[src/rtl/ecc_163_err_monitor.sv]
// Error monitor behind the 163-bit ECC stage: registers read data and keeps saturating
// event counters, a first-error capture (address/type), a sticky overflow flag and a level irq.
module ecc_163_err_monitor #(
   parameter int DATA_WIDTH = 163,
   parameter int ADDR_WIDTH = 8,
   parameter int CNT_WIDTH  = 16
) (
   input  logic                  clk,
   input  logic                  rst_n,
   input  logic                  rd_vld,
   input  logic [ADDR_WIDTH-1:0] rd_addr,
   input  logic [DATA_WIDTH-1:0] data_in,
   input  logic                  sbit_err,
   input  logic                  dbit_err,
   input  logic                  ecc_fault,
   input  logic                  irq_en,
   input  logic                  clr,
   output logic                  out_vld,
   output logic [DATA_WIDTH-1:0] data_out,
   output logic                  out_err,
   output logic [CNT_WIDTH-1:0]  sbit_cnt,
   output logic [CNT_WIDTH-1:0]  dbit_cnt,
   output logic [CNT_WIDTH-1:0]  fault_cnt,
   output logic [ADDR_WIDTH-1:0] first_err_addr,
   output logic [1:0]            first_err_type,
   output logic                  err_ovf,
   output logic                  irq,
   output logic                  fsm_state
);

   // Handshake: rd_vld qualifies rd_addr/data_in/flags for exactly one cycle; there is no
   // ready, the monitor accepts every valid word. out_vld is rd_vld delayed by one cycle.

   typedef enum logic {
      IDLE     = 1'b0,
      CAPTURED = 1'b1
   } state_t;

   state_t                state_q, state_n;
   logic [ADDR_WIDTH-1:0] addr_n;
   logic [1:0]            type_n;
   logic                  ovf_n;
   logic                  irq_n;
   logic                  any_err;
   logic [1:0]            ev_type;
   logic [CNT_WIDTH-1:0]  sbit_n, dbit_n, fault_n;

   function automatic logic [CNT_WIDTH-1:0] sat_inc(input logic [CNT_WIDTH-1:0] cnt,
                                                    input logic                  hit);
      if (hit && (cnt != {CNT_WIDTH{1'b1}}))
         return cnt + {{(CNT_WIDTH-1){1'b0}}, 1'b1};
      return cnt;
   endfunction

   assign fsm_state = state_q;

   always_comb begin
      any_err = rd_vld & (sbit_err | dbit_err | ecc_fault);
      if (ecc_fault)     ev_type = 2'd3;
      else if (dbit_err) ev_type = 2'd2;
      else if (sbit_err) ev_type = 2'd1;
      else               ev_type = 2'd0;
   end

   // clr forms the base state; a simultaneous valid error is then applied on top of it.
   always_comb begin
      state_n = clr ? IDLE : state_q;
      addr_n  = clr ? '0 : first_err_addr;
      type_n  = clr ? 2'd0 : first_err_type;
      ovf_n   = clr ? 1'b0 : err_ovf;
      if (any_err) begin
         if (state_n == IDLE) begin
            addr_n  = rd_addr;
            type_n  = ev_type;
            state_n = CAPTURED;
         end else begin
            ovf_n = 1'b1;
         end
      end
      irq_n   = (state_n == CAPTURED) & irq_en;
      sbit_n  = sat_inc(clr ? '0 : sbit_cnt,  rd_vld & sbit_err);
      dbit_n  = sat_inc(clr ? '0 : dbit_cnt,  rd_vld & dbit_err);
      fault_n = sat_inc(clr ? '0 : fault_cnt, rd_vld & ecc_fault);
   end

   always_ff @(posedge clk or negedge rst_n) begin
      if (!rst_n) begin
         state_q        <= IDLE;
         first_err_addr <= '0;
         first_err_type <= 2'd0;
         err_ovf        <= 1'b0;
         irq            <= 1'b0;
         sbit_cnt       <= '0;
         dbit_cnt       <= '0;
         fault_cnt      <= '0;
      end else begin
         state_q        <= state_n;
         first_err_addr <= addr_n;
         first_err_type <= type_n;
         err_ovf        <= ovf_n;
         irq            <= irq_n;
         sbit_cnt       <= sbit_n;
         dbit_cnt       <= dbit_n;
         fault_cnt      <= fault_n;
      end
   end

   // Data path is independent of clr; data_out holds across idle cycles.
   always_ff @(posedge clk or negedge rst_n) begin
      if (!rst_n) begin
         out_vld  <= 1'b0;
         data_out <= '0;
         out_err  <= 1'b0;
      end else begin
         out_vld <= rd_vld;
         out_err <= rd_vld & (dbit_err | ecc_fault);
         if (rd_vld) data_out <= data_in;
      end
   end

endmodule

[config.mk]
export PLATFORM = sky130hd
export DESIGN_NAME = ecc_163_err_monitor
export DESIGN_NICKNAME = d
export VERILOG_FILES = /design/src/rtl/ecc_163_err_monitor.sv
export SDC_FILE = /design/constraint.sdc
export NUM_CORES = 1
export LEC_CHECK = 0
export ABC_AREA = 1
export CORE_MARGIN = 3
export CORE_UTILIZATION = 40
export DETAILED_ROUTE_END_ITERATION = 6
export PLACE_DENSITY = 0.81
export SLEW_MARGIN = 20
export SYNTH_ARGS = -nofsm -noshare
export SYNTH_HDL_FRONTEND = slang
export SYNTH_SLANG_ARGS = --single-unit
[constraint.sdc]
create_clock -name clk -period 1.5 [get_ports clk]
set_input_delay 0.45 -clock clk [delete_from_list [all_inputs] [get_ports clk]]
set_output_delay 0.45 -clock clk [all_outputs]
set_load 0.01 [all_outputs]
Word-level counts from Yosys, hierarchy flattened --
Cells that the tools add are included.
Storage, ports and cells: output and inout port bits 226, logic and storage cells 55, bits of input ports 179, register bits 226
Cells by class: bitwise operators 9, equal/unequal tests 3, mux-type cells 26, $add $sub $neg 3, reductions and logical operators 3
Operators by type and width (count):
- $mux W16 | 9
- $add A16 B1 Y16 const B | 3
- $ne A16 B16 Y1 const B | 3
- $mux W8 | 3
- $mux W2 | 5
- $mux W1 | 9
- $and A1 B1 Y1 | 6
- $logic_and A1 B1 Y1 | 3
- $or A1 B1 Y1 | 3

Depth between registers and ports, before layout --
Gate-level depths: netlist of run 1.
depth after elaboration 5, gate-level depth with buffers 12, depth with buffers taken out 10

Worst setup path before layout of run 1 --
Ideal clock, no wire load.
kind in2reg, start point input rd_vld, end point register data_out[100], path buffers 3, setup time 0.125 ns, required time 1.375 ns, path slack -0.045 ns, arrival time 1.420 ns, cell stages on the path 4, cell sequence clkbuf_1 > buf_2 > buf_2 > mux2_2
RTL lines:
- from (decl) | RTL line 10 | input logic rd_vld,
- to (signal assigned) | RTL line 117 | if (rd_vld) data_out <= data_in;
- to (decl) | RTL line 19 | output logic [DATA_WIDTH-1:0] data_out,
No word-level cell between the ends.

Worst setup path after layout of run 1 --
start point register dbit_cnt[1], end point register dbit_cnt[4]
Between the ends: longest elaborated chain between the ends 5, elaborated cells between the ends (all ways) 7, those cells by class 1 x add/sub; 1 x eq/ne; 4 x mux; 1 x reduce/logical
Ends and longest elaborated chain:
- from (decl) | RTL line 22 | output logic [CNT_WIDTH-1:0] dbit_cnt,
- from (signal assigned) | RTL line 103 | dbit_cnt <= dbit_n;
- $mux W16 * | RTL line 82 | dbit_n = sat_inc(clr ? '0 : dbit_cnt, rd_vld & dbit_err);
- branches (longest 3 deep; another with $add A16 B1 Y16)
- $mux W16 * | RTL line 52 | return cnt;
- named net dbit_n[4] | RTL line 46 | logic [CNT_WIDTH-1:0] sbit_n, dbit_n, fault_n;
Mark *: on every way through the listed nets, which the timed path passes. The select of a mux whose other input is x is not followed. A chain may end at the register's enable or synchronous reset.

==> results of run 1 <==
-- timing repair --
item,in CTS,in global routing
hold endpoints to repair,24,0
pin swaps,0,81
setup endpoints to repair,226,281
hold buffers,1,0
resized for setup,1069,155
buffers inserted,74,40
gates cloned,0,2
-- power breakdown --
part	switching [W]	internal (W)	leakage (nW)
combinational	0.00131	0.00190	5.14
sequential	0.000346	0.00660	2.76
clock	0.00249	0.00367	0.401
-- synthesized netlist by cell type, types with 2 or more instances --
| master | number |
|---|---|
| sky130_fd_sc_hd__buf_2 | 18 |
| sky130_fd_sc_hd__buf_6 | 11 |
| sky130_fd_sc_hd__clkbuf_1 | 2 |
| sky130_fd_sc_hd__dfrtp_1 | 226 |
| sky130_fd_sc_hd__inv_1 | 74 |
| sky130_fd_sc_hd__mux2_2 | 163 |
| sky130_fd_sc_hd__nand2_1 | 253 |
| sky130_fd_sc_hd__nand2_2 | 16 |
| sky130_fd_sc_hd__nand3_1 | 40 |
| sky130_fd_sc_hd__nand3b_1 | 6 |
| sky130_fd_sc_hd__nand4_1 | 17 |
| sky130_fd_sc_hd__nor2_1 | 76 |
| sky130_fd_sc_hd__nor2_2 | 22 |
| sky130_fd_sc_hd__nor2_4 | 17 |
| sky130_fd_sc_hd__nor3_1 | 5 |
| sky130_fd_sc_hd__o21ai_0 | 4 |
| sky130_fd_sc_hd__o21ai_1 | 3 |
| sky130_fd_sc_hd__o21ai_2 | 2 |
| sky130_fd_sc_hd__xnor2_1 | 5 |
| sky130_fd_sc_hd__xor2_1 | 10 |
-- stage by stage --
stage | cells | util (%) | instance area, um2 | setup WS, ns
6_report | 1971 | 69.1 | 17400 | -0.104
5_1_grt | 1971 | 69.1 | 17400 | -0.139
4_1_cts | 1932 | 65.6 | 16600 | -0.103
3_5_place_dp | 1811 | 62.1 | 15700 | -0.456
3_3_place_gp | 1811 | 62.1 | 15700 | -0.395
2_1_floorplan | 978 | - | 10300 | -0.0448
-- worst max path at each step --
stage,to,slack (ns),cells past startpoint
finish,dbit_cnt[4],-0.10,11
floorplan,data_out[100],-0.04,4
global placement,first_err_addr[1],-0.39,9
detailed placement,fault_cnt[11],-0.46,11
CTS,data_out[103],-0.10,1
global route,dbit_cnt[4],-0.14,11
-- worst max-delay path: stages, from the launching register on --
cell	delay [ns]
sky130_fd_sc_hd__dfrtp_1	0.37
sky130_fd_sc_hd__buf_6	0.12
sky130_fd_sc_hd__inv_2	0.04
sky130_fd_sc_hd__nor2_4	0.12
sky130_fd_sc_hd__nand2_2	0.10
sky130_fd_sc_hd__nor2_4	0.12
sky130_fd_sc_hd__buf_6	0.12
sky130_fd_sc_hd__nand2_4	0.06
sky130_fd_sc_hd__o21ai_4	0.17
sky130_fd_sc_hd__buf_6	0.17
sky130_fd_sc_hd__nand2_1	0.07
sky130_fd_sc_hd__nand2_1	0.07
-- cells by family (layout without fill, tap and decap cells) --
family,count (synthesis),count (layout),synth area share [%]
buffers and inverters,108,769,5.15
AND/OR/NAND/NOR,454,456,20.1
multiplexers,163,163,17.8
flip-flops,226,226,54.9
AO/OA/AOI/OAI,12,12,0.705
XOR/XNOR,15,15,1.28
-- metal layers --
layer,GRT usage (%),part of all wire [%],vias to the layer above
li1,-,-,4445
met1,27.3,35,4778
met2,45.1,51,431
met3,6.95,7.6,124
met4,11.9,6.3,0
met5,0,0,-
-- registers in the layout, summed over array words and instances, names as in the netlist --
| register | flops |
|---|---|
| err_ovf | 1 |
| first_err_addr | 8 |
| first_err_type | 2 |
| irq | 1 |
| sbit_cnt | 16 |
| fsm_state | 1 |
| out_err | 1 |
| fault_cnt | 16 |
| data_out | 163 |
| dbit_cnt | 16 |
| out_vld | 1 |
-- area by class of cell --
cell class / count / share of cell area [%]
clock inverter: 3 / 0.294
tap: 330 / 2.37
timing repair buffer: 648 / 32.9
clock buffer: 43 / 4.44
multi-input combinational: 646 / 26.0
inverter: 75 / 1.64
sequential: 226 / 32.4
==> flow_metrics.py, run 1 <==
metrics = {
    "clocking": {
        "cts.sink_count": 226,
        "ctsRootBufferMaster": "sky130_fd_sc_hd__clkbuf_16",
        "clk_latency_worst_skew_pair_ns": 0.53,
        "cts.path.max_buffers": 3,
        "h-tree-depth": 1,
        "worst_setup_hold_path_clk_slew_ns": 0.06,
        "tritoncts.num_buffers": 26,
        "tritoncts": "done",
    },
    "power_and_ir_drop": {
        "peak_supply_drop_v": 0.00105,
        "leakage_nw": 8.30,
        "powerDensity_nw_per_um2": 935,
        "fin_total_pwr_w": 0.0163,
    },
    "sta": {
        "max_freq_ghz": 0.624,
        "final.period_utilization_pct": 107,
        "endpoints_failing_setup": 169,
        "layout_min_cycle_time_ns": 1.60,
        "fin_setup_tns_ns": -2.93,
        "drv_slew": 0,
        "timing.clock.skew_ns": 0.0116,
        "worst-slew-pin-transition_ns": 0.401,
        "normalized_max_slew_margin_pct": 73.2,
        "final-hold-violation-count": 0,
        "setup_repair_after_global_routing_missed_its_margin": "true",
        "final_critical_path_setup_slack_ns": -0.104,
        "final.hold.worst_slack_ns": 0.424,
    },
    "yosys": {
        "number_of_enable_type_register_cells_in_the_synthesized_netlist": 0,
        "synth-seq-area-share_pct": 54.9,
        "synthDistinctLibCells": 28,
        "yosysTopAreaCellShare_pct": 54.9,
        "synth_flop_cell": "sky130_fd_sc_hd__dfrtp_1",
        "synth_area_leader_cell": "sky130_fd_sc_hd__dfrtp_1",
        "syn_area_per_cell_um2": 10.5,
        "postSynthRegisterBits": 226,
        "postSynthNetCount": 1157,
        "instance_count_of_the_mapped_netlist": 978,
        "synth_top_cells_by_area": "sky130_fd_sc_hd__dfrtp_1 (55%), sky130_fd_sc_hd__mux2_2 (18%), sky130_fd_sc_hd__nand2_1 (9.2%)",
        "asyncSetResetFlopFracSynth_pct": 100,
        "synth.yosys.warnings": 0,
        "post_synth_instance_area_um2": 10300,
    },
    "place": {
        "detailedPlacementHpwl_um": 27100,
        "place.gp.congestion": 0.925,
        "port_buffers": 404,
    },
    "setup_path": {
        "worst-endpoint-required_ns": 1.96,
        "regToRegStartpoint": "dbit_cnt[1]",
        "r2r_endpoint": "dbit_cnt[4]",
        "element_type_at_the_critical_path_start": "flop",
        "r2r.worst_path.cells": 11,
        "worst-setup-path-type": "flop to flop",
        "r2r_slack_ns": -0.10,
        "worst-endpoint-arrival_ns": 2.06,
        "critical_path.max_fanout": 8,
        "crit_path_end_kind": "flop",
        "critPathLaunch": "dbit_cnt[1]",
    },
    "final_layout": {
        "syn_to_final_growth_pct": 69.5,
        "post_route_cells_drive_above_1_share_pct": 49.7,
        "final.fill_count": 1728,
        "layout.cells.most_common_list": "sky130_fd_sc_hd__dfrtp_1 (224), sky130_fd_sc_hd__buf_4 (215), sky130_fd_sc_hd__nand2_1 (213)",
        "design.final.nets": 1802,
        "insertedDiodeCount": 0,
        "regArea_um2": 5660,
        "multi_input_combinational_cell_area_um2": 4530,
        "final_common_cell": "sky130_fd_sc_hd__dfrtp_1",
    },
    "floorplanning": {
        "core-area_um2": 25300,
        "fp.dieW_um": 166,
        "floorplan.rows": 58,
        "die_h_um": 166,
        "initial_cell_density_of_the_core_pct": 40.8,
        "io_pins": 405,
        "die_area_um2": 27700,
    },
    "drt": {
        "vias_per_cell": 4.96,
        "post-route-drc-count": 0,
        "vias": 9778,
        "route.final.wire_length_um": 37800,
        "wire_per_inst_um": 19.2,
        "firstDrtPassIters": 5,
        "route.antenna.remaining_nets": 0,
        "initialDrtViolationCount": 647,
    },
    "grt": {
        "grt_antenna_before_repair": 0,
        "grt_max_degree": 38,
        "via_count_of_the_first_global_routing_pass": 10100,
        "global_route_wire_length_before_repair_um": 55400,
        "grt_overflow": 0,
        "grt_util_all_layers_pct": 25.1,
    },
    "outcome": {
        "violations": "negative setup slack",
        "outcome": "complete, but fails checks",
    },
    "min_path": {
        "hold_path.class": "input port to asynchronous set/reset pin",
    },
    "job": {
        "drv.max_cap_violation_count": 0,
    },
}
(Power assumes the default switching activity.)
==> run 2, diff against run 1 <==
- CORE_MARGIN: 3 -> not set
==> flow_metrics.py, run 2 (synthesis results as in run 1) <==
metrics = {
    "grt": {
        "grt_util_all_layers_pct": 26.7,
        "grt_antenna_before_repair": 2,
        "grt_max_degree": 49,
        "global_route_wire_length_before_repair_um": 54200,
        "grt_overflow": 0,
        "via_count_of_the_first_global_routing_pass": 9998,
    },
    "power_and_ir_drop": {
        "power_switching_share_pct": 25.4,
        "leakage_nw": 8.43,
        "peak_supply_drop_v": 0.00139,
        "power.share.combinational_pct": 19.0,
        "p_sw_w": 0.00428,
        "powerDensity_nw_per_um2": 954,
        "pwr-share-clk_pct": 39.7,
        "power.share.sequential_pct": 41.3,
        "cell_internal_pwr_w": 0.0125,
    },
    "clocking": {
        "cts.sink_count": 226,
        "cts.path.max_buffers": 3,
        "tritoncts.num_buffers": 26,
        "worst_setup_hold_path_clk_slew_ns": 0.06,
        "tritoncts": "done",
        "ctsRootBufferMaster": "sky130_fd_sc_hd__clkbuf_16",
        "clk_latency_worst_skew_pair_ns": 0.53,
        "h-tree-depth": 1,
    },
    "setup_path": {
        "crit_path_end_kind": "output port",
        "worst-setup-path-type": "flop to output port",
        "cpPeakStageDelay_ns": 0.44,
        "worst-endpoint-arrival_ns": 1.14,
        "timing.critical_path.cells": "buf_2",
        "critical_path.max_fanout": 2,
        "path_delay_family": "flip-flops",
        "cpMaxStageDelayCell": "sky130_fd_sc_hd__dfrtp_1",
        "worst-endpoint-required_ns": 1.05,
        "number_of_buffers_and_inverters_on_the_critical_path": 1,
        "element_type_at_the_critical_path_start": "flop",
    },
    "floorplanning": {
        "core-area_um2": 25200,
        "initial_cell_density_of_the_core_pct": 40.9,
        "io_pins": 405,
        "die_area_um2": 26400,
        "fp.dieW_um": 162,
        "floorplan.rows": 58,
        "die_h_um": 162,
    },
    "place": {
        "detailedPlacementHpwl_um": 26300,
        "place.gp.congestion": 0.922,
        "dpl-instance-area_um2": 15800,
        "port_buffers": 404,
    },
    "sta": {
        "layout_min_cycle_time_ns": 1.59,
        "final.period_utilization_pct": 106,
        "worst-slew-pin-transition_ns": 0.514,
        "final-hold-violation-count": 0,
        "timing.clock.skew_ns": 0.00599,
        "setup_repair_after_global_routing_missed_its_margin": "true",
        "final_critical_path_setup_slack_ns": -0.0913,
        "max_freq_ghz": 0.628,
        "final.hold.worst_slack_ns": 0.424,
        "endpoints_failing_setup": 150,
        "normalized_max_slew_margin_pct": 65.8,
        "drv_slew": 0,
    },
    "drt": {
        "wire_per_inst_um": 18.7,
        "route.final.wire_length_um": 36900,
        "vias_per_cell": 4.89,
        "initialDrtViolationCount": 513,
        "post-route-drc-count": 0,
        "route.antenna.remaining_nets": 0,
        "vias": 9690,
        "firstDrtPassIters": 5,
    },
    "final_layout": {
        "design.final.nets": 1812,
        "insertedDiodeCount": 0,
        "postLayoutCellArea_um2": 17600,
        "final_common_cell": "sky130_fd_sc_hd__dfrtp_1",
        "post_route_cells_drive_above_1_share_pct": 50.9,
        "layout.cells.most_common_list": "sky130_fd_sc_hd__dfrtp_1 (224), sky130_fd_sc_hd__buf_4 (214), sky130_fd_sc_hd__nand2_1 (200)",
        "largest-register": "data_out",
        "syn_to_final_growth_pct": 71.1,
        "final.fill_count": 1739,
        "largest_register_ff_count": 163,
    },
    "min_path": {
        "hold_path.class": "input port to flop",
    },
    "outcome": {
        "violations": "negative setup slack",
        "outcome": "complete, but fails checks",
    },
    "job": {
        "drv.max_cap_violation_count": 0,
    },
}
[run 2: through the flow]
| stage | power [W] | util (%) | TNS, ns | cells | setup slack [ns] |
|---|---|---|---|---|---|
| after floorplan | 0.00793 | - | -3.16 | 978 | -0.0448 |
| after global placement | 0.00994 | 62.9 | -18.85 | 1824 | -0.391 |
| after detailed placement | 0.0100 | 62.9 | -20.49 | 1824 | -0.389 |
| after CTS | 0.0167 | 66.7 | -5.85 | 1945 | -0.0961 |
| after global routing | 0.0174 | 70.0 | -12.38 | 1981 | -0.110 |
| final | 0.0168 | 70.0 | -3.04 | 1981 | -0.0913 |
[run 2: layer usage]
metal	wire [um]	share of wire [%]	vias up	track usage (%)
met2	18900	51	386	46.7
met5	25	0.068	-	0
met3	2710	7.3	97	7.16
met4	1720	4.7	4	11.9
li1	-	-	4473	-
met1	13600	37	4730	30.4
[run 2: layout make-up]
type | count | area [um2] | area share, %
Inverter | 75 | 297 | 1.68
Clock inverter | 8 | 133 | 0.753
Clock buffer | 38 | 766 | 4.35
Tap cell | 330 | 413 | 2.34
Timing Repair Buffer | 660 | 5820 | 33.0
Multi-Input combinational cell | 644 | 4540 | 25.7
Sequential cell | 226 | 5660 | 32.1
[run 2: power groups by stage]
stage / clock (W) / sequential, W / combinational (W)
2_1_floorplan: 0 / 0.00719 / 0.000741
3_3_place_gp: 0 / 0.00697 / 0.00297
3_5_place_dp: 0 / 0.00700 / 0.00303
4_1_cts: 0.00674 / 0.00692 / 0.00303
5_1_grt: 0.00699 / 0.00700 / 0.00337
6_report: 0.00667 / 0.00695 / 0.00320
[run 2: repair_timing]
item,CTS,global route
buffers inserted,74,39
endpoints found under the setup margin,228,273
gates resized for setup,1048,155
pin swaps,7,59
hold buffers,1,0
endpoints found under the hold margin,34,0
[run 2: final timing paths]
| check | slack [ns] | endpoint | depth (start not counted) | start |
|---|---|---|---|---|
| hold reg to reg | 0.50 | data_out[122] | 1 | data_out[122] |
| hold / removal | 0.42 | dbit_cnt[15] | 3 | clr |
| setup / recovery | -0.09 | data_out[135] | 1 | data_out[135] |
| min in group asynchronous | 0.45 | sbit_cnt[5] | 2 | rst_n |
| max in group asynchronous | 0.48 | first_err_type[0] | 3 | rst_n |
| setup reg to reg | -0.06 | dbit_cnt[11] | 11 | dbit_cnt[5] |
==> run 3, diff against run 2 <==
- CORE_MARGIN: not set -> 3
- SLEW_MARGIN: 20 -> 40
==> results of run 3 <==
Same layout as run 1: the final DEF is identical, and so are final timing and power.
